$ cat src/rtl/exe_operands_pipe_pkg.sv
// Shared execute-stage encodings: unit indices, scoreboard sizing, rd_type codes.
package exe_operands_pipe_pkg;
    localparam int H_ALU0 = 0;
    localparam int H_ALU1 = 1;
    localparam int H_BEU = 2;
    localparam int H_LSU = 3;
    localparam int H_EXE_UNIT_WIDTH = 4;
    localparam int SCOREBOARD_SIZE_WIDTH = 3;

    localparam logic [1:0] RD_TYPE_NONE = 2'b00;
    localparam logic [1:0] RD_TYPE_INT = 2'b01;
    localparam logic [1:0] RD_TYPE_FP = 2'b10;

    // x0 is hardwired, so a writeback to it never supplies a forwarded value.
    function automatic logic wb_hit(input logic wb_valid, input logic [1:0] wb_rd_type,
                                    input logic [4:0] wb_rd, input logic rs_valid,
                                    input logic [4:0] rs_idx, input logic [1:0] rd_int);
        return wb_valid && (wb_rd_type == rd_int) && (wb_rd != 5'd0) && rs_valid && (rs_idx == wb_rd);
    endfunction
endpackage

$ cat src/rtl/exe_operands_pipe_fwd_mux.sv
// Selects the freshest value for one source operand; wb1 is younger and wins.
module exe_fwd_mux
    import exe_operands_pipe_pkg::*;
#(
    parameter int XLEN = 64,
    parameter logic [1:0] RD_INT = RD_TYPE_INT
) (
    input  logic            rs_valid,
    input  logic [4:0]      rs_idx,
    input  logic [XLEN-1:0] rs_value,
    input  logic            wb0_valid,
    input  logic [1:0]      wb0_rd_type,
    input  logic [4:0]      wb0_rd,
    input  logic [XLEN-1:0] wb0_value,
    input  logic            wb1_valid,
    input  logic [1:0]      wb1_rd_type,
    input  logic [4:0]      wb1_rd,
    input  logic [XLEN-1:0] wb1_value,
    output logic [XLEN-1:0] fwd_value
);
    logic hit0, hit1;

    assign hit0 = wb_hit(wb0_valid, wb0_rd_type, wb0_rd, rs_valid, rs_idx, RD_INT);
    assign hit1 = wb_hit(wb1_valid, wb1_rd_type, wb1_rd, rs_valid, rs_idx, RD_INT);
    assign fwd_value = hit1 ? wb1_value : (hit0 ? wb0_value : rs_value);
endmodule

$ cat src/rtl/exe_operands_pipe.sv
// Two-lane operand register between issue and the execute sequencer, with writeback
// forwarding into both captured and held operands; 1-cycle latency, holds while exe not ready.
module exe_operands_pipe
    import exe_operands_pipe_pkg::*;
#(
    parameter int XLEN = 64,
    parameter int SID_W = SCOREBOARD_SIZE_WIDTH + 1,
    parameter int HU_W = H_EXE_UNIT_WIDTH,
    parameter logic [1:0] RD_INT = RD_TYPE_INT,
    parameter int CNT_W = 32
) (
    input  logic clk,
    input  logic rst_n,
    input  logic flush_i,
    input  logic issue_valid_i,
    output logic issue_ready_o,
    input  logic inst0_issue_valid_i, inst1_issue_valid_i,
    input  logic [63:0] inst0_issue_pc_i, inst1_issue_pc_i,
    input  logic [31:0] inst0_issue_inst_i, inst1_issue_inst_i,
    input  logic inst0_issue_rs1_valid_i, inst0_issue_rs2_valid_i, inst0_issue_rs3_valid_i,
    input  logic inst1_issue_rs1_valid_i, inst1_issue_rs2_valid_i, inst1_issue_rs3_valid_i,
    input  logic [4:0] inst0_issue_rs1_idx_i, inst0_issue_rs2_idx_i, inst0_issue_rs3_idx_i,
    input  logic [4:0] inst1_issue_rs1_idx_i, inst1_issue_rs2_idx_i, inst1_issue_rs3_idx_i,
    input  logic [XLEN-1:0] inst0_issue_rs1_value_i, inst0_issue_rs2_value_i, inst0_issue_rs3_value_i,
    input  logic [XLEN-1:0] inst1_issue_rs1_value_i, inst1_issue_rs2_value_i, inst1_issue_rs3_value_i,
    input  logic [1:0] inst0_issue_rd_type_i, inst1_issue_rd_type_i,
    input  logic [4:0] inst0_issue_rd_i, inst1_issue_rd_i,
    input  logic [HU_W-1:0] inst0_issue_h_exe_unit_i, inst1_issue_h_exe_unit_i,
    input  logic [3:0] inst0_issue_func_code_i, inst1_issue_func_code_i,
    input  logic [2:0] inst0_issue_func3_i, inst1_issue_func3_i,
    input  logic [1:0] inst0_issue_func2_i, inst1_issue_func2_i,
    input  logic inst0_issue_endsim_i, inst1_issue_endsim_i,
    input  logic inst0_issue_auipc_i, inst1_issue_auipc_i,
    input  logic [SID_W-1:0] inst0_issue_sid_i, inst1_issue_sid_i,
    input  logic wb0_valid_i, wb1_valid_i,
    input  logic [1:0] wb0_rd_type_i, wb1_rd_type_i,
    input  logic [4:0] wb0_rd_i, wb1_rd_i,
    input  logic [XLEN-1:0] wb0_value_i, wb1_value_i,
    input  logic exe_ready_i,
    output logic inst0_operands_valid_o, inst1_operands_valid_o,
    output logic [63:0] inst0_operands_pc_o, inst1_operands_pc_o,
    output logic [31:0] inst0_operands_inst_o, inst1_operands_inst_o,
    output logic inst0_operands_rs1_valid_o, inst0_operands_rs2_valid_o, inst0_operands_rs3_valid_o,
    output logic inst1_operands_rs1_valid_o, inst1_operands_rs2_valid_o, inst1_operands_rs3_valid_o,
    output logic [4:0] inst0_operands_rs1_idx_o, inst0_operands_rs2_idx_o, inst0_operands_rs3_idx_o,
    output logic [4:0] inst1_operands_rs1_idx_o, inst1_operands_rs2_idx_o, inst1_operands_rs3_idx_o,
    output logic [XLEN-1:0] inst0_operands_rs1_value_o, inst0_operands_rs2_value_o, inst0_operands_rs3_value_o,
    output logic [XLEN-1:0] inst1_operands_rs1_value_o, inst1_operands_rs2_value_o, inst1_operands_rs3_value_o,
    output logic [1:0] inst0_operands_rd_type_o, inst1_operands_rd_type_o,
    output logic [4:0] inst0_operands_rd_o, inst1_operands_rd_o,
    output logic [HU_W-1:0] inst0_operands_h_exe_unit_o, inst1_operands_h_exe_unit_o,
    output logic [3:0] inst0_operands_func_code_o, inst1_operands_func_code_o,
    output logic [2:0] inst0_operands_func3_o, inst1_operands_func3_o,
    output logic [1:0] inst0_operands_func2_o, inst1_operands_func2_o,
    output logic inst0_operands_endsim_o, inst1_operands_endsim_o,
    output logic inst0_operands_auipc_o, inst1_operands_auipc_o,
    output logic [SID_W-1:0] inst0_operands_sid_o, inst1_operands_sid_o,
    output logic [CNT_W-1:0] stall_cnt_o
);
    typedef struct packed {
        logic            valid;
        logic [63:0]     pc;
        logic [31:0]     inst;
        logic [2:0]      rs_valid;
        logic [2:0][4:0] rs_idx;
        logic [1:0]      rd_type;
        logic [4:0]      rd;
        logic [HU_W-1:0] hu;
        logic [3:0]      func_code;
        logic [2:0]      func3;
        logic [1:0]      func2;
        logic            endsim;
        logic            auipc;
        logic [SID_W-1:0] sid;
    } lane_t;

    lane_t issue_l [2];
    lane_t lane_q [2];
    logic [XLEN-1:0] val_in [2][3];
    logic [XLEN-1:0] val_q [2][3];
    logic [XLEN-1:0] val_fwd [2][3];
    logic occ, load, hold;

    assign issue_l[0] = {inst0_issue_valid_i, inst0_issue_pc_i, inst0_issue_inst_i,
        {inst0_issue_rs3_valid_i, inst0_issue_rs2_valid_i, inst0_issue_rs1_valid_i},
        {inst0_issue_rs3_idx_i, inst0_issue_rs2_idx_i, inst0_issue_rs1_idx_i},
        inst0_issue_rd_type_i, inst0_issue_rd_i, inst0_issue_h_exe_unit_i, inst0_issue_func_code_i,
        inst0_issue_func3_i, inst0_issue_func2_i, inst0_issue_endsim_i, inst0_issue_auipc_i, inst0_issue_sid_i};
    assign issue_l[1] = {inst1_issue_valid_i, inst1_issue_pc_i, inst1_issue_inst_i,
        {inst1_issue_rs3_valid_i, inst1_issue_rs2_valid_i, inst1_issue_rs1_valid_i},
        {inst1_issue_rs3_idx_i, inst1_issue_rs2_idx_i, inst1_issue_rs1_idx_i},
        inst1_issue_rd_type_i, inst1_issue_rd_i, inst1_issue_h_exe_unit_i, inst1_issue_func_code_i,
        inst1_issue_func3_i, inst1_issue_func2_i, inst1_issue_endsim_i, inst1_issue_auipc_i, inst1_issue_sid_i};
    assign val_in[0] = '{inst0_issue_rs1_value_i, inst0_issue_rs2_value_i, inst0_issue_rs3_value_i};
    assign val_in[1] = '{inst1_issue_rs1_value_i, inst1_issue_rs2_value_i, inst1_issue_rs3_value_i};

    assign occ = lane_q[0].valid | lane_q[1].valid;
    assign issue_ready_o = !flush_i && (!occ || exe_ready_i);
    assign load = issue_valid_i && issue_ready_o;
    assign hold = occ && !exe_ready_i;

    // One mux per operand, fed from the incoming pair on load and the held pair otherwise.
    for (genvar l = 0; l < 2; l++) begin : g_lane
        for (genvar j = 0; j < 3; j++) begin : g_rs
            logic            src_valid;
            logic [4:0]      src_idx;
            logic [XLEN-1:0] src_value;

            assign src_valid = load ? (issue_l[l].valid & issue_l[l].rs_valid[j])
                                    : (lane_q[l].valid & lane_q[l].rs_valid[j]);
            assign src_idx = load ? issue_l[l].rs_idx[j] : lane_q[l].rs_idx[j];
            assign src_value = load ? val_in[l][j] : val_q[l][j];

            exe_fwd_mux #(.XLEN(XLEN), .RD_INT(RD_INT)) u_fwd (
                .rs_valid(src_valid), .rs_idx(src_idx), .rs_value(src_value),
                .wb0_valid(wb0_valid_i), .wb0_rd_type(wb0_rd_type_i), .wb0_rd(wb0_rd_i), .wb0_value(wb0_value_i),
                .wb1_valid(wb1_valid_i), .wb1_rd_type(wb1_rd_type_i), .wb1_rd(wb1_rd_i), .wb1_value(wb1_value_i),
                .fwd_value(val_fwd[l][j])
            );
        end
    end

    always_ff @(posedge clk or negedge rst_n) begin
        if (!rst_n) begin
            for (int l = 0; l < 2; l++) begin
                lane_q[l] <= '0;
                for (int j = 0; j < 3; j++) val_q[l][j] <= '0;
            end
        end else begin
            for (int l = 0; l < 2; l++) begin
                if (flush_i) begin
                    lane_q[l].valid <= 1'b0;
                end else if (load) begin
                    lane_q[l] <= issue_l[l];
                    for (int j = 0; j < 3; j++) val_q[l][j] <= val_fwd[l][j];
                end else if (hold) begin
                    for (int j = 0; j < 3; j++) val_q[l][j] <= val_fwd[l][j];
                end else if (occ) begin
                    lane_q[l].valid <= 1'b0;
                end
            end
        end
    end

    always_ff @(posedge clk or negedge rst_n) begin
        if (!rst_n) stall_cnt_o <= '0;
        else if (hold && !flush_i && (stall_cnt_o != '1)) stall_cnt_o <= stall_cnt_o + 1'b1;
    end

    assign {inst0_operands_valid_o, inst0_operands_pc_o, inst0_operands_inst_o,
            inst0_operands_rs3_valid_o, inst0_operands_rs2_valid_o, inst0_operands_rs1_valid_o,
            inst0_operands_rs3_idx_o, inst0_operands_rs2_idx_o, inst0_operands_rs1_idx_o,
            inst0_operands_rd_type_o, inst0_operands_rd_o, inst0_operands_h_exe_unit_o, inst0_operands_func_code_o,
            inst0_operands_func3_o, inst0_operands_func2_o, inst0_operands_endsim_o, inst0_operands_auipc_o,
            inst0_operands_sid_o} = lane_q[0];
    assign {inst1_operands_valid_o, inst1_operands_pc_o, inst1_operands_inst_o,
            inst1_operands_rs3_valid_o, inst1_operands_rs2_valid_o, inst1_operands_rs1_valid_o,
            inst1_operands_rs3_idx_o, inst1_operands_rs2_idx_o, inst1_operands_rs1_idx_o,
            inst1_operands_rd_type_o, inst1_operands_rd_o, inst1_operands_h_exe_unit_o, inst1_operands_func_code_o,
            inst1_operands_func3_o, inst1_operands_func2_o, inst1_operands_endsim_o, inst1_operands_auipc_o,
            inst1_operands_sid_o} = lane_q[1];
    assign inst0_operands_rs1_value_o = val_q[0][0];
    assign inst0_operands_rs2_value_o = val_q[0][1];
    assign inst0_operands_rs3_value_o = val_q[0][2];
    assign inst1_operands_rs1_value_o = val_q[1][0];
    assign inst1_operands_rs2_value_o = val_q[1][1];
    assign inst1_operands_rs3_value_o = val_q[1][2];
endmodule

$ cat config.mk
export PLATFORM = sky130hd
export DESIGN_NAME = exe_operands_pipe
export DESIGN_NICKNAME = d
export VERILOG_FILES = /design/src/rtl/exe_operands_pipe_pkg.sv /design/src/rtl/exe_operands_pipe_fwd_mux.sv /design/src/rtl/exe_operands_pipe.sv
export SDC_FILE = /design/constraint.sdc
export NUM_CORES = 2
export LEC_CHECK = 0
export BUFFER_PORTS_ARGS = -buffer_cell sky130_fd_sc_hd__clkbuf_2
export CAP_MARGIN = 20
export CORE_AREA = 5 5 591 593
export DETAILED_ROUTE_END_ITERATION = 12
export DIE_AREA = 0 0 596 598
export PLACE_DENSITY = 0.34
export SYNTH_ARGS = -nofsm -noshare
export SYNTH_HDL_FRONTEND = slang
export SYNTH_SLANG_ARGS = --single-unit
export TNS_END_PERCENT = 50
$ cat constraint.sdc
create_clock -name clk -period 5.58 [get_ports clk]
set_clock_uncertainty 0.15 [all_clocks]
set_input_delay 1.116 -clock clk [delete_from_list [all_inputs] [get_ports clk]]
set_output_delay 1.116 -clock clk [all_outputs]
set_load 0.01 [all_outputs]
# ---- Word level (Yosys, flattened, before mapping)
# Cells that the tools add are included.
dict set report op_classes {
  n_reduce_logical 44
  muxes 40
  bitwise_logic 14
  n_eq_ne 16
  addsub 1
}
# cell count
set ops {}
lappend ops {{64-bit 2-to-1 mux} 18}
lappend ops {{192-bit 2-to-1 mux} 4}
lappend ops {{5-bit == test} 12}
lappend ops {{1-bit logical AND} 33}
lappend ops {{32-bit by 1-bit adder with 32-bit output (second input constant)} 1}
lappend ops {{32-bit inequality test (second input constant)} 1}
lappend ops {{5-bit 2-to-1 mux} 6}
lappend ops {{1-bit bitwise AND} 12}
lappend ops {{1-bit 2-to-1 mux} 12}
lappend ops {{5-bit nonzero test} 2}
lappend ops {{2-bit AND reduction} 3}
lappend ops {{2-bit by 1-bit == test with 1-bit output (second input constant)} 2}
lappend ops {{1-bit zero test} 3}
lappend ops {{3-bit inequality test (second input constant)} 1}
lappend ops {{3-bit nonzero test} 1}
lappend ops {{2-bit nonzero test} 1}
lappend ops {{1-bit logical OR} 1}
lappend ops {{1-bit inverter} 1}
lappend ops {{1-bit bitwise OR} 1}
dict set report totals {
  output_inout_bits 699
  input_bits 815
  wordCells 154
  reg_bits 698
}

# ---- Depth between registers and ports, before layout
dict set report depth {
  word_depth 12
  depth_mapped 13
  ltp_nobuf 8
}

# ---- By module
# Synthesis repeated with hierarchy kept, for this count alone.
dict set report unflattened {
  cells_unflattened 4054
  area_unflattened_um2 44661.6
}
# mod area_per_inst_um2 n_inst cells_per_inst seq_area_each_um2
set by_module_without_submodules {}
lappend by_module_without_submodules {exe_operands_pipe 33032.9 1 2050 17466.8}
lappend by_module_without_submodules {exe_fwd_mux 1938.1 6 334 0.0}

# ---- Worst setup path before layout
# OpenSTA, ideal clock, no wires.
dict set report synth_path {
  path_type {input to register}
  start {input port exe_ready_i}
  end {register inst1_operands_rs1_value_o[42] (netlist name)}
  slack_ns 1.906
  setup_time_ns 0.118
  path_buffers 3
  t_required_ns 5.312
  t_arrival_ns 3.406
  stages 11
  path_cell_list {o21ba_2 > buf_6 > o21ai_1 > and3_1 > or4_1 > or4_1 > buf_2 > buf_2 > nand2_1 > a311oi_1 > a21o_1}
}
dict set report synth_between {
  elab_chain_len 10
  word_cells_on_any_way 20
  cone_classes {2 x eq/ne; 7 x mux; 11 x reduce/logical}
}
# element line_no
set synth_rtl {}
lappend synth_rtl {{start, declared} exe_operands_pipe.sv:39} ;# input logic exe_ready_i,
lappend synth_rtl {{1-bit logical OR} exe_operands_pipe.sv:98} ;# assign issue_ready_o = !flush_i && (!occ || exe_ready_i);
lappend synth_rtl {{1-bit logical AND} exe_operands_pipe.sv:98}
lappend synth_rtl {{1-bit logical AND} exe_operands_pipe.sv:99} ;# assign load = issue_valid_i && issue_ready_o;
lappend synth_rtl {{5-bit 2-to-1 mux or 1-bit 2-to-1 mux (tied branches)} {exe_operands_pipe.sv:111, exe_operands_pipe.sv:109}}
lappend synth_rtl {{5-bit == test or 1-bit logical AND (tied branches)} exe_operands_pipe_pkg.sv:18} ;# return wb_valid && (wb_rd_type == rd_int) && (wb_rd != 5'd0) && rs_valid && (rs_idx == wb_rd);
lappend synth_rtl {{1-bit logical AND} exe_operands_pipe_pkg.sv:18}
lappend synth_rtl {{64-bit 2-to-1 mux (2 in series)} exe_operands_pipe_fwd_mux.sv:25} ;# assign fwd_value = hit1 ? wb1_value : (hit0 ? wb0_value : rs_value);
lappend synth_rtl {{192-bit 2-to-1 mux} exe_operands_pipe.sv:136} ;# end else if (hold) begin
lappend synth_rtl {{192-bit 2-to-1 mux} exe_operands_pipe.sv:133} ;# end else if (load) begin
# Several ways; a longest one is shown, not always the timed one. The select of a mux whose other input is x is not followed.
# A chain may end at the register's enable or synchronous reset.

# ---- Worst setup path after layout
dict set report layout_path {
  start {register lane_q (netlist bit inst1_operands_valid_o)}
  end {register inst0_operands_rs2_value_o[43] (netlist name)}
}
dict set report layout_between {
  elab_chain_len 12
  word_cells_on_any_way 21
  cone_classes {2 x eq/ne; 7 x mux; 1 x bitwise; 11 x reduce/logical}
}
# element line_no
set layout_rtl {}
lappend layout_rtl {{start, declared} exe_operands_pipe.sv:78} ;# lane_t lane_q [2];
lappend layout_rtl {{start signal, assigned by index} exe_operands_pipe.sv:134} ;# lane_q[l] <= issue_l[l];
lappend layout_rtl {{1-bit bitwise OR (*)} exe_operands_pipe.sv:97} ;# assign occ = lane_q[0].valid | lane_q[1].valid;
lappend layout_rtl {{1-bit zero test} exe_operands_pipe.sv:98}
lappend layout_rtl {{1-bit logical OR} exe_operands_pipe.sv:98}
lappend layout_rtl {{1-bit logical AND} exe_operands_pipe.sv:98}
lappend layout_rtl {{1-bit logical AND} exe_operands_pipe.sv:99}
lappend layout_rtl {{5-bit 2-to-1 mux or 1-bit 2-to-1 mux (tied branches)} {exe_operands_pipe.sv:111, exe_operands_pipe.sv:109}}
lappend layout_rtl {{5-bit == test or 1-bit logical AND (tied branches)} exe_operands_pipe_pkg.sv:18}
lappend layout_rtl {{1-bit logical AND} exe_operands_pipe_pkg.sv:18}
lappend layout_rtl {{64-bit 2-to-1 mux (2 in series)} exe_operands_pipe_fwd_mux.sv:25}
lappend layout_rtl {{192-bit 2-to-1 mux} exe_operands_pipe.sv:136}
lappend layout_rtl {{192-bit 2-to-1 mux} exe_operands_pipe.sv:133}
# Every way passes the cells marked *; elsewhere a longest branch is shown, timed or not. The select of a mux whose other input is x is not followed.

==> impl_summary.log <==
[metrics] Adder-Cell Fraction of Synth Area: less than 1%
[metrics] post-synthesis mux area share: 5.93%
[metrics] Post-CTS Hold Fix Bufs: 0
[metrics] critical path data arrival time: 5.22 ns
[metrics] final hold violations: 0
[metrics] final setup TNS: 0 ns
[metrics] final setup fails: 0
[metrics] Worst-path clk slew: about 0.060 ns
[metrics] via count of the first global-routing pass: ~38000
[metrics] PostCTS Resize Cnt: 0
[metrics] ratio of cells with drive above 1 in the final layout: a little over a third
[metrics] overall routed net length: 277 mm
[metrics] Synth area leaders: sky130_fd_sc_hd__dfrtp_1 50%, sky130_fd_sc_hd__nand2_1 11%, sky130_fd_sc_hd__a21o_1 7.5%, sky130_fd_sc_hd__mux2i_1 5.9%, sky130_fd_sc_hd__a211oi_1 5.4%
[metrics] GRT Overall Usage: roughly 15%
[metrics] path depth of the worst reg2reg path: 11
[metrics] startpoint types: register
[metrics] maximum number of pins on one net before global-route repair: roughly 160
[metrics] Layout area overhead: 48.5%
[metrics] required time worst endpoint: 6.17 ns
[metrics] clock buffer count from CTS: 99
[metrics] power density over the cells: ~330 mW/mm2
[metrics] EDFF count, synth: 0
[metrics] post-synthesis async set-or-reset flop share: 100%
[metrics] initial drt markers: 2798
[metrics] post-CTS setup buffer count: 0
[metrics] proportion of synthesized chip area in sequential cells: 49.7%
[metrics] Seq cells post-synth: roughly 700
[metrics] final max-slew violation count: 0
[metrics] transition at the pin with the smallest max-transition slack: 1.16 ns
[metrics] Syn Area/Cell: 9.11 um2
[metrics] number of maximum-capacitance violations: 0
[metrics] Worst Setup Slack, final: 0.946 ns
[metrics] main combinational cell family by area after synthesis: compound AO/OA/AOI/OAI gates
[metrics] maximum vdd drop: between 0.2 and 0.25 mV
[metrics] wire length of the first global-routing pass: 363 mm
[metrics] proportion of netlist area held by the largest area contributor: 49.7%
[metrics] Distinct cells, synth: 54
[metrics] die height: ~600 um
[metrics] full die area: 0.356 mm2
[metrics] final global-route overflow total: 0
[metrics] die width: ~600 um
[metrics] count leader, synth: sky130_fd_sc_hd__nand2_1
[metrics] number of remaining DRC errors: 0
[metrics] leading post-synthesis cells by instance count: 1000 x sky130_fd_sc_hd__nand2_1, 698 x sky130_fd_sc_hd__dfrtp_1, 397 x sky130_fd_sc_hd__nor2_1, 349 x sky130_fd_sc_hd__a21o_1, 254 x sky130_fd_sc_hd__a211oi_1
[metrics] clock latency on the worst-skew pair: between 0.8 and 0.9 ns
[metrics] Final period util: between 80% and 90%
[metrics] H-tree depth: 3
[metrics] count of input and output buffers: 1513
[metrics] number of placed I/O pins: around 1500
[metrics] highest fanout seen on the critical path: 56
[metrics] complex-gate fraction of the synthesized area: 20.2%
[metrics] final critical delay including setup and external delays: 4.63 ns
[metrics] buffer cell driving the clock tree root: sky130_fd_sc_hd__clkbuf_16
[metrics] critical path start-end classification: register to register
[metrics] setup repair after global routing missed its margin: no
[metrics] DP Wirelength: 220 mm
[metrics] DRT antenna net count: 0
[metrics] Leak Pwr: around 0.027 uW
[metrics] Post-Synth XOR/XNOR Area: under 10%
[metrics] highest achievable clock rate: around 220 MHz
[metrics] dpl ws: 0.530 ns
[metrics] result of the run: finished clean
[metrics] Via density: 3.73
[metrics] post-layout net count: between 6000 and 7000
[metrics] total via count after detailed routing: between 30000 and 40000
[metrics] maximum number of buffers from clock root to sink: 4
[metrics] worst-case headroom to the max-slew limit: between 20% and 30%
[metrics] post-synthesis cell area: between 0.03 and 0.04 mm2
[metrics] core occupancy in the finished layout: between 10% and 20%
[metrics] path category of the worst min-delay check: input port to async pin
[metrics] CORE AREA: roughly 0.34 mm2
[metrics] Yosys Warn Count: 0
[metrics] Final Hold Slack: between 0.2 and 0.25 ns
[metrics] mean routed wirelength per cell: between 20 and 30 um
[metrics] instance count of the mapped netlist: roughly 3900
[metrics] share of synthesized cell area in and, or, nand and nor gates: 18.7%
[metrics] initial antenna violation count: between 80 and 90
[metrics] number of optimization iterations in the first detailed-route pass: 7
[metrics] element type at the critical path end: register
[metrics] synthesized netlist net count: roughly 4700
[metrics] Most used DFF post-synth: sky130_fd_sc_hd__dfrtp_1
[metrics] number of sinks on the clock net: 698
[metrics] count of standard-cell rows: around 220
[metrics] final weighted congestion of routability-driven global placement: ~0.85
[metrics] CTS tree: done
[metrics] effective utilization at floorplan: between 10% and 20%
[metrics] library cell occupying the most area in the post-synthesis netlist: sky130_fd_sc_hd__dfrtp_1
[critical path: stages (launching register included)]
cell and delay (ns):
sky130_fd_sc_hd__dfrtp_1 0.49, sky130_fd_sc_hd__o21bai_4 0.57, sky130_fd_sc_hd__buf_4 0.49, sky130_fd_sc_hd__nand3_1 0.26
sky130_fd_sc_hd__nand3_1 0.16, sky130_fd_sc_hd__o211ai_1 0.11, sky130_fd_sc_hd__nor4_2 0.35, sky130_fd_sc_hd__buf_12 0.36
sky130_fd_sc_hd__o31ai_4 0.12, sky130_fd_sc_hd__buf_12 0.21, sky130_fd_sc_hd__a211oi_1 0.89, sky130_fd_sc_hd__a21o_1 0.14
[logic make-up (layout without fill, tap and decap cells)]
family / after synthesis / after routing
AND/OR/NAND/NOR: 1603 / 1603
AO/OA/AOI/OAI: 971 / 971
flip-flops: 698 / 698
buffers and inverters: 320 / 1843
multiplexers: 208 / 208
XOR/XNOR: 54 / 54
adder cells (fa/ha/maj): 1 / 1
other: 0 / 44
[flip-flops by register name, summed over array words and instances (netlist names), 5 cells and up]
register                    count
inst1_operands_rs1_idx_o        5
stall_cnt_o                    32
inst0_operands_rs3_idx_o        5
inst1_operands_pc_o            64
inst0_operands_rs3_value_o     64
inst1_operands_rs3_idx_o        5
inst0_operands_inst_o          32
inst0_operands_pc_o            64
inst1_operands_rd_o             5
inst0_operands_rs1_idx_o        5
inst1_operands_rs1_value_o     64
inst1_operands_inst_o          32
inst1_operands_rs2_idx_o        5
inst1_operands_rs3_value_o     64
inst0_operands_rs2_value_o     64
inst0_operands_rs1_value_o     64
inst0_operands_rd_o             5
inst0_operands_rs2_idx_o        5
inst1_operands_rs2_value_o     64
[final timing paths]
path	from	to	slack (ns)
setup / recovery	inst1_operands_valid_o	inst0_operands_rs2_value_o[43]	0.95
hold / removal	rst_n	inst1_operands_rs1_idx_o[3]	0.24
setup reg to reg	inst1_operands_valid_o	inst0_operands_rs2_value_o[43]	0.95
hold reg to reg	inst1_operands_pc_o[42]	inst1_operands_pc_o[42]	0.32
max in group asynchronous	rst_n	stall_cnt_o[27]	3.65
min in group clk	inst0_issue_pc_i[37]	inst0_operands_pc_o[37]	0.32
[through the flow]
step / std cells / cell area, um2 / power [uW]
4_1_cts: 9956 / 52000 / 17400
3_3_place_gp: 9785 / 48800 / 10600
2_1_floorplan: 3855 / 35100 / 7880
3_5_place_dp: 9785 / 48800 / 10600
6_report: 10000 / 52100 / 17000
5_1_grt: 9991 / 52100 / 17800
[layer usage]
metal | track usage [%] | share of wire, % | vias to the layer above
met4 | 5.24 | 4.0 | 36
met2 | 26.1 | 49 | 1801
met3 | 3.89 | 7.5 | 382
met5 | 0 | 0.091 | -
li1 | - | - | 16300
met1 | 17.2 | 39 | 18800
[final cells by class]
| type | count | area, um2 |
|---|---|---|
| diodes | 44 | 110 |
| clock buffers | 137 | 2830 |
| clock inverters | 34 | 410 |
| fillers | 39400 | 292000 |
| inverters | 15 | 56.3 |
| multi-input cells | 2837 | 16500 |
| flip-flops and latches | 698 | 17500 |
| well taps | 4578 | 5730 |
| repair buffers | 1657 | 9090 |
[power by group]
group	internal, uW	switching [uW]
Clock	3820	2740
Sequential	5870	588
Combinational	1370	2580
Total	11100	5910
[cells in the final DEF, fill, tap and decap left out, types with 7 or more instances in the layout]
master / netlist / final
sky130_fd_sc_hd__nor2b_1: 24 / 24
sky130_fd_sc_hd__clkinv_2: 0 / 17
sky130_fd_sc_hd__xor2_1: 12 / 12
sky130_fd_sc_hd__and3_1: 25 / 25
sky130_fd_sc_hd__nor2_1: 397 / 397
sky130_fd_sc_hd__a21oi_1: 136 / 136
sky130_fd_sc_hd__clkbuf_2: 0 / 1512
sky130_fd_sc_hd__xnor2_1: 42 / 42
sky130_fd_sc_hd__nand2_1: 1000 / 999
sky130_fd_sc_hd__clkbuf_16: 0 / 99
sky130_fd_sc_hd__buf_4: 11 / 110
sky130_fd_sc_hd__o211ai_1: 7 / 7
sky130_fd_sc_hd__dfrtp_1: 698 / 698
sky130_fd_sc_hd__inv_1: 15 / 15
sky130_fd_sc_hd__diode_2: 0 / 44
sky130_fd_sc_hd__a211oi_2: 36 / 36
sky130_fd_sc_hd__a211oi_1: 254 / 254
sky130_fd_sc_hd__clkbuf_8: 0 / 21
sky130_fd_sc_hd__buf_12: 0 / 34
sky130_fd_sc_hd__a311oi_1: 26 / 26
sky130_fd_sc_hd__nand4_1: 14 / 14
sky130_fd_sc_hd__a21o_1: 349 / 349
sky130_fd_sc_hd__clkbuf_1: 207 / 17
sky130_fd_sc_hd__and2_1: 24 / 24
sky130_fd_sc_hd__mux2i_1: 207 / 207
sky130_fd_sc_hd__o21ai_0: 15 / 15
sky130_fd_sc_hd__or4_4: 1 / 9
sky130_fd_sc_hd__o21ai_1: 14 / 14
sky130_fd_sc_hd__nand3_1: 60 / 60
sky130_fd_sc_hd__o31ai_1: 123 / 117
Power figures use the tool's default switching activity.
